### config.mk
export PLATFORM = sky130hd
export DESIGN_NAME = uart_frame_ctrl_flat
export DESIGN_NICKNAME = d
export VERILOG_FILES = /design/src/rtl/uart_frame_ctrl_if.sv /design/src/rtl/uart_frame_ctrl.sv /design/src/flat_wrapper.sv
export SDC_FILE = /design/constraint.sdc
export NUM_CORES = 1
export LEC_CHECK = 0
export CORE_ASPECT_RATIO = 1.75
export CORE_MARGIN = 2
export CORE_UTILIZATION = 50
export CTS_CLUSTER_DIAMETER = 100
export DETAILED_ROUTE_END_ITERATION = 10
export PLACE_DENSITY = 0.73
export SETUP_SLACK_MARGIN = 0.02
export SYNTH_ARGS = -nofsm -noshare
export SYNTH_HDL_FRONTEND = slang
export SYNTH_SLANG_ARGS = --single-unit
### constraint.sdc
create_clock -name clk -period 1.8 [get_ports clk]
set_input_delay 0.36 -clock clk [delete_from_list [all_inputs] [get_ports clk]]
set_output_delay 0.36 -clock clk [all_outputs]
set_load 0.005 [all_outputs]
### src/rtl/uart_frame_ctrl_if.sv
// uart_frame_ctrl_if: byte stream in, validated frames and error pulses out.
// master = frame controller side, slave = byte source / frame consumer side.
interface uart_frame_ctrl_if #(
    parameter int MAX_LEN = 8
);
    logic [7:0]           rx_data;
    logic                 rx_valid;
    logic                 frame_valid;
    logic                 frame_ready;
    logic [7:0]           frame_cmd;
    logic [3:0]           frame_len;
    logic [MAX_LEN*8-1:0] frame_payload;
    logic                 err_chk;
    logic                 err_len;
    logic                 err_timeout;
    logic                 err_overrun;

    modport master (
        input  rx_data, rx_valid, frame_ready,
        output frame_valid, frame_cmd, frame_len, frame_payload,
        output err_chk, err_len, err_timeout, err_overrun
    );

    modport slave (
        output rx_data, rx_valid, frame_ready,
        input  frame_valid, frame_cmd, frame_len, frame_payload,
        input  err_chk, err_len, err_timeout, err_overrun
    );
endinterface

### src/rtl/uart_frame_ctrl.sv
// uart_frame_ctrl: hunts SYNC/CMD/LEN/payload/CHK frames in a UART byte stream
// and hands validated frames to the command layer over valid/ready.
module uart_frame_ctrl #(
    parameter int         CLK_FREQ      = 50_000_000,
    parameter int         BAUD          = 100000,
    parameter logic [7:0] SYNC_BYTE     = 8'hA5,
    parameter int         MAX_LEN       = 8,
    parameter int         TIMEOUT_BYTES = 4
) (
    input logic              clk,
    input logic              rst,
    uart_frame_ctrl_if.master bus
);
    localparam int BAUD_DIV = CLK_FREQ / BAUD;
    localparam int TO_CYC   = TIMEOUT_BYTES * 10 * BAUD_DIV;
    localparam int TO_W     = $clog2(TO_CYC + 1);
    localparam logic [TO_W-1:0] TO_LAST = TO_W'(TO_CYC - 1);
    localparam logic [7:0] MAX_B = 8'(MAX_LEN);

    typedef enum logic [2:0] {
        S_HUNT, S_CMD, S_LEN, S_PAYLOAD, S_CHECK
    } state_t;

    state_t                      state_q, state_d;
    logic [7:0]                  cmd_q, cmd_d;
    logic [3:0]                  len_q, len_d;
    logic [3:0]                  idx_q, idx_d;
    logic [7:0]                  chk_q, chk_d;
    logic [MAX_LEN-1:0][7:0]     pay_q, pay_d;
    logic [TO_W-1:0]             to_cnt_q, to_cnt_d;
    logic                        good;

    logic                        frame_valid_q, frame_valid_d;
    logic [7:0]                  frame_cmd_q, frame_cmd_d;
    logic [3:0]                  frame_len_q, frame_len_d;
    logic [MAX_LEN*8-1:0]        frame_payload_q, frame_payload_d;
    logic                        err_chk_q, err_chk_d;
    logic                        err_len_q, err_len_d;
    logic                        err_timeout_q, err_timeout_d;
    logic                        err_overrun_q, err_overrun_d;

    // Parser next state, inter-byte timeout and error pulse generation.
    always_comb begin
        state_d       = state_q;
        cmd_d         = cmd_q;
        len_d         = len_q;
        idx_d         = idx_q;
        chk_d         = chk_q;
        pay_d         = pay_q;
        to_cnt_d      = '0;
        good          = 1'b0;
        err_chk_d     = 1'b0;
        err_len_d     = 1'b0;
        err_timeout_d = 1'b0;
        if (bus.rx_valid) begin
            unique case (state_q)
                S_HUNT: begin
                    if (bus.rx_data == SYNC_BYTE) state_d = S_CMD;
                end
                S_CMD: begin
                    cmd_d   = bus.rx_data;
                    chk_d   = bus.rx_data;
                    state_d = S_LEN;
                end
                S_LEN: begin
                    if (bus.rx_data > MAX_B) begin
                        err_len_d = 1'b1;
                        state_d   = S_HUNT;
                    end else begin
                        len_d   = bus.rx_data[3:0];
                        chk_d   = chk_q ^ bus.rx_data;
                        idx_d   = '0;
                        state_d = (bus.rx_data == 8'h00) ? S_CHECK : S_PAYLOAD;
                    end
                end
                S_PAYLOAD: begin
                    for (int i = 0; i < MAX_LEN; i++) begin
                        if (idx_q == 4'(i)) pay_d[i] = bus.rx_data;
                    end
                    chk_d = chk_q ^ bus.rx_data;
                    if (idx_q == len_q - 4'd1) begin
                        idx_d   = '0;
                        state_d = S_CHECK;
                    end else begin
                        idx_d = idx_q + 4'd1;
                    end
                end
                S_CHECK: begin
                    if (bus.rx_data == chk_q) good = 1'b1;
                    else                      err_chk_d = 1'b1;
                    state_d = S_HUNT;
                end
                default: state_d = S_HUNT;
            endcase
        end else if (state_q != S_HUNT) begin
            if (to_cnt_q == TO_LAST) begin
                err_timeout_d = 1'b1;
                state_d       = S_HUNT;
            end else begin
                to_cnt_d = to_cnt_q + 1'b1;
            end
        end
    end

    // Output holding register: commit good frames, drop them on overrun.
    always_comb begin
        frame_valid_d   = frame_valid_q;
        frame_cmd_d     = frame_cmd_q;
        frame_len_d     = frame_len_q;
        frame_payload_d = frame_payload_q;
        err_overrun_d   = 1'b0;
        if (frame_valid_q && bus.frame_ready) frame_valid_d = 1'b0;
        if (good) begin
            if (!frame_valid_q || bus.frame_ready) begin
                frame_valid_d = 1'b1;
                frame_cmd_d   = cmd_q;
                frame_len_d   = len_q;
                for (int i = 0; i < MAX_LEN; i++) begin
                    frame_payload_d[8*i +: 8] = (4'(i) < len_q) ? pay_q[i] : 8'h00;
                end
            end else begin
                err_overrun_d = 1'b1;
            end
        end
    end

    // State, working buffers and registered outputs.
    always_ff @(posedge clk) begin
        if (rst) begin
            state_q         <= S_HUNT;
            cmd_q           <= '0;
            len_q           <= '0;
            idx_q           <= '0;
            chk_q           <= '0;
            pay_q           <= '0;
            to_cnt_q        <= '0;
            frame_valid_q   <= 1'b0;
            frame_cmd_q     <= '0;
            frame_len_q     <= '0;
            frame_payload_q <= '0;
            err_chk_q       <= 1'b0;
            err_len_q       <= 1'b0;
            err_timeout_q   <= 1'b0;
            err_overrun_q   <= 1'b0;
        end else begin
            state_q         <= state_d;
            cmd_q           <= cmd_d;
            len_q           <= len_d;
            idx_q           <= idx_d;
            chk_q           <= chk_d;
            pay_q           <= pay_d;
            to_cnt_q        <= to_cnt_d;
            frame_valid_q   <= frame_valid_d;
            frame_cmd_q     <= frame_cmd_d;
            frame_len_q     <= frame_len_d;
            frame_payload_q <= frame_payload_d;
            err_chk_q       <= err_chk_d;
            err_len_q       <= err_len_d;
            err_timeout_q   <= err_timeout_d;
            err_overrun_q   <= err_overrun_d;
        end
    end

    assign bus.frame_valid   = frame_valid_q;
    assign bus.frame_cmd     = frame_cmd_q;
    assign bus.frame_len     = frame_len_q;
    assign bus.frame_payload = frame_payload_q;
    assign bus.err_chk       = err_chk_q;
    assign bus.err_len       = err_len_q;
    assign bus.err_timeout   = err_timeout_q;
    assign bus.err_overrun   = err_overrun_q;
endmodule

### src/flat_wrapper.sv
// flat-port wrapper written by rule: the top's interface ports become plain ports
module uart_frame_ctrl_flat 
#(
    parameter int         CLK_FREQ      = 50_000_000,
    parameter int         BAUD          = 100000,
    parameter logic [7:0] SYNC_BYTE     = 8'hA5,
    parameter int         MAX_LEN       = 8,
    parameter int         TIMEOUT_BYTES = 4
)
  (clk, rst, bus_rx_data, bus_rx_valid, bus_frame_ready, bus_frame_valid, bus_frame_cmd, bus_frame_len, bus_frame_payload, bus_err_chk, bus_err_len, bus_err_timeout, bus_err_overrun);
  uart_frame_ctrl_if #(.MAX_LEN(MAX_LEN)) bus_i ();
  input logic clk;
  input logic rst;
  input wire logic [$bits(bus_i.rx_data)-1:0] bus_rx_data;
  input wire logic [$bits(bus_i.rx_valid)-1:0] bus_rx_valid;
  input wire logic [$bits(bus_i.frame_ready)-1:0] bus_frame_ready;
  output wire logic [$bits(bus_i.frame_valid)-1:0] bus_frame_valid;
  output wire logic [$bits(bus_i.frame_cmd)-1:0] bus_frame_cmd;
  output wire logic [$bits(bus_i.frame_len)-1:0] bus_frame_len;
  output wire logic [$bits(bus_i.frame_payload)-1:0] bus_frame_payload;
  output wire logic [$bits(bus_i.err_chk)-1:0] bus_err_chk;
  output wire logic [$bits(bus_i.err_len)-1:0] bus_err_len;
  output wire logic [$bits(bus_i.err_timeout)-1:0] bus_err_timeout;
  output wire logic [$bits(bus_i.err_overrun)-1:0] bus_err_overrun;
  assign bus_i.rx_data = bus_rx_data;
  assign bus_i.rx_valid = bus_rx_valid;
  assign bus_i.frame_ready = bus_frame_ready;
  assign bus_frame_valid = bus_i.frame_valid;
  assign bus_frame_cmd = bus_i.frame_cmd;
  assign bus_frame_len = bus_i.frame_len;
  assign bus_frame_payload = bus_i.frame_payload;
  assign bus_err_chk = bus_i.err_chk;
  assign bus_err_len = bus_i.err_len;
  assign bus_err_timeout = bus_i.err_timeout;
  assign bus_err_overrun = bus_i.err_overrun;
  uart_frame_ctrl #(.CLK_FREQ(CLK_FREQ), .BAUD(BAUD), .SYNC_BYTE(SYNC_BYTE), .MAX_LEN(MAX_LEN), .TIMEOUT_BYTES(TIMEOUT_BYTES)) u_core (.clk(clk), .rst(rst), .bus(bus_i));
endmodule
==> results_dict.tcl <==
set metrics [dict create \
    grt_pass1_wl_um 30900 \
    yosysSeqAreaShare_pct 49.0 \
    post-route-cell-area_um2 10200 \
    period_minus_slack_ns 1.79 \
    ff2ff_setup_slack_ns 0.009 \
    slew_violations 0 \
    clk_latency_ns 0.43 \
    p_comb_share_pct 3.4 \
    synth_edf_count 0 \
    htree_levels 4 \
    syn-instance-count 917 \
    p_clk_share_pct 44.5 \
    setup_violations 0 \
    critPathKind "reg -> reg" \
    path_delay_family "simple AND/OR/NAND/NOR gates" \
    final_common_cell "dfxtp_1" \
    syn_nets 937 \
    die_x_um 97.5 \
    ir_drop_v 0.000679 \
    cp_slowest_stage_delay_ns 0.35 \
    p_leak_nw 3.47 \
    clockBufferDepth 2 \
    p_sw_w 0.00188 \
    crit_fanout 6 \
    ys_warn_count 0 \
    area_growth_pct 33.5 \
    avgViaCountPerCell 5.47 \
    instances_no_fill 1245 \
    worstHoldStart "rst" \
    postSynth.asyncResetShare_pct 0 \
    gp_congestion 0.961 \
    holdPathStages 2 \
    hold_class "in -> reg" \
    intPower_w 0.00606 \
    critPathCaptureType "register" \
    p_seq_share_pct 52.0 \
    cts_root_buf "clkbuf_16" \
    row_count 59 \
    cp_cell_sequence "and4bb_2 > nand3_2 > nor4_4 > buf_4 > clkbuf_16 > buf_4 > nand3_2 > o21ai_1" \
    synthFlopType "dfxtp_1" \
    initial_utilization_pct 51.3 \
    drive_gt1_share_pct 16.8 \
    clk_pin_slew_ns 0.07 \
    antenna_left 0 \
    required_ns 2.17 \
    worst_slew_pin_slew_ns 0.651 \
    power.total_w 0.00795 \
    ctsHoldBuffers 0 \
    avgSynthCellArea_um2 8.33 \
    drt_first_pass_iters 5 \
    drt_iter0_markers 448 \
    die-area_um2 16300 \
    slew_headroom_pct 56.5 \
    rr_endpoint "u_core.bus.frame_payload[12]$_SDFFE_PP0P_" \
    cp-start-kind "register" \
    r2r_cells 8 \
    die_y_um 168 \
    routedWlPerCell_um 16.0 \
    numCtsBuffers 17 \
    grt_pass1_vias 6388 \
    fin_skew_ns 0.00965 \
    pin_count 93 \
    min_period_over_period_pct 99.5 \
    grt_max_degree 45 \
    ys_ff_latch 187 \
    drc 0 \
    dpl_cell_area_um2 9200 \
    final_cell_mix "dfxtp_1, nand2_1, nand3_1" \
    via_count 6815 \
    power.density_nw_per_um2 779 \
    regToRegStartpoint "u_core.state_q[1]$_SDFFE_PP0P_" \
    cts.sinks 187 \
    crit_slowest_cell "and4bb_2" \
    fin_nets 1069 \
    cts_tree "yes" \
    dp_hpwl_um 13200 \
    portBuffers 92 \
    worstPathBufferInverterCount 3 \
    synth_area_um2 7640 \
    status "finished, final reports clean" \
    core-area_um2 14900 \
    drt-total-wl_um 19900 \
    switching_share_pct 23.7 \
    antenna_found_initial 0 \
    max_cap_viol_count 0 \
    fmax_ghz 0.558 \
    whs_endpoint "u_core.bus.frame_cmd[7]$_SDFFE_PP0P_" \
    timing_hold_violations_final 0 \
    synth_cell_types 49 \
    arrival_ns 2.16 \
    overflow 0 \
    diodes 0 \
    grt_use_total_pct 22.9 \
    grt_setup_unrepaired "yes" \
    dp_cells 1198 \
]
==> sequential cells by signal, summed over array words and instances (netlist names) <==
signal                    count
u_core.bus.err_chk            1
u_core.bus.err_len            1
u_core.bus.err_overrun        1
u_core.bus.err_timeout        1
u_core.bus.frame_cmd          8
u_core.bus.frame_len          4
u_core.bus.frame_payload     64
u_core.bus.frame_valid        1
u_core.chk_q                  8
u_core.cmd_q                  8
u_core.idx_q                  4
u_core.len_q                  4
u_core.pay_q                 64
u_core.state_q                3
u_core.to_cnt_q              15
==> area by class of cell <==
class                   count  area [um^2]
flip-flops and latches    187         3750
well taps                 183          229
multi-input cells         655         3770
clock buffers              17          425
repair buffers            182         1870
inverters                   6         22.5
clock inverters            15          135
fillers                  1212         4710
==> per-stage QoR <==
| step | setup TNS [ns] | setup WS, ns | util (%) | hold slack [ns] |
|---|---|---|---|---|
| after floorplan | 0 | 0.0701 | - | 0.413 |
| after global placement | -60.80 | -0.483 | 61.7 | 0.425 |
| after detailed placement | -68.67 | -0.534 | 61.7 | 0.436 |
| after CTS | 0 | 0.0154 | 65.7 | 0.351 |
| after global routing | -2.41 | -0.0678 | 68.4 | 0.363 |
| final | 0 | 0.00852 | 68.4 | 0.362 |
==> worst max path at each step <==
| stage | cells past startpoint | startpoint | end | slack (ns) |
|---|---|---|---|---|
| finish | 8 | u_core.state_q[1]$_SDFFE_PP0P_ | u_core.bus.frame_payload[12]$_SDFFE_PP0P_ | 0.009 |
| global route | 8 | u_core.state_q[0]$_SDFFE_PP0P_ | u_core.bus.frame_payload[53]$_SDFFE_PP0P_ | -0.07 |
| floorplan | 6 | bus_rx_data[3] | u_core.state_q[0]$_SDFFE_PP0P_ | 0.07 |
| global placement | 6 | bus_rx_data[2] | u_core.state_q[0]$_SDFFE_PP0P_ | -0.48 |
| detailed placement | 6 | bus_rx_data[4] | u_core.bus.frame_payload[59]$_SDFFE_PP0P_ | -0.53 |
| CTS | 7 | bus_rx_data[7] | u_core.state_q[0]$_SDFFE_PP0P_ | 0.02 |
==> cell usage after synthesis, types with 2 or more instances <==
cell      number  area share [%]
a21oi_1       93             6.1
a31oi_1        2            0.16
and2_1         8            0.65
and3_1         4            0.33
and4_1         4            0.46
buf_2         13            0.85
buf_4         10            0.98
clkbuf_1      42             2.1
clkbuf_2       2            0.13
dfxtp_1      187              49
ha_1           8             1.3
inv_1          6            0.29
mux2i_1       20             2.6
nand2_1      131             6.4
nand2b_1      63             5.2
nand3_1      107             7.0
nand3b_1       2            0.20
nand4_1        6            0.49
nor2_1        57             2.8
nor2b_1        4            0.33
nor3_1         7            0.46
nor3_2         2            0.26
nor4_1         5            0.41
o211ai_1       9            0.88
o21ai_0       74             4.8
o21ai_1        3            0.20
o31ai_1        2            0.20
or2_2          2            0.16
or3_1          2            0.16
xnor2_1       15             1.7
xor2_1         9             1.0
==> worst register-to-register path: cells and delay by family, from the launching register on <==
family                 cells  cell delay, ns
and+or+nand+nor            4            0.81
buffers and inverters      3            0.52
DFF                        1            0.33
AOI/OAI and AO/OA          1            0.08
==> cells by family after synthesis <==
kind of cell	after synthesis	share of synthesized area, %
AND/OR/NAND/NOR	411	26.2
XOR/XNOR	25	3.06
flip-flops	187	49.0
AO/OA/AOI/OAI	191	13.3
adder cells (fa/ha/maj)	8	1.31
buffers and inverters	75	4.52
multiplexers	20	2.62
==> repair_timing <==
item                                    CTS  global route
endpoints found under the setup margin   82           159
buffers inserted                          1             8
cloned                                    0             6
pin swaps                                 4            11
gates resized for setup                  11            90
==> power groups by stage <==
stage,clock (W),sequential [W],combinational (W)
after floorplan,0,0.00423,0.000134
after global placement,0,0.00423,0.000254
after detailed placement,0,0.00423,0.000255
after CTS,0.00359,0.00414,0.000256
after global routing,0.00374,0.00414,0.000283
final,0.00354,0.00414,0.000272
==> metal layers <==
layer	global-route usage, %	up-vias	wire (um)
li1	-	3395	-
met1	26.7	3158	7850
met2	40.3	203	10600
met3	3.88	59	716
met4	11.5	0	695
met5	0	-	0
(Power assumes the default switching activity.)
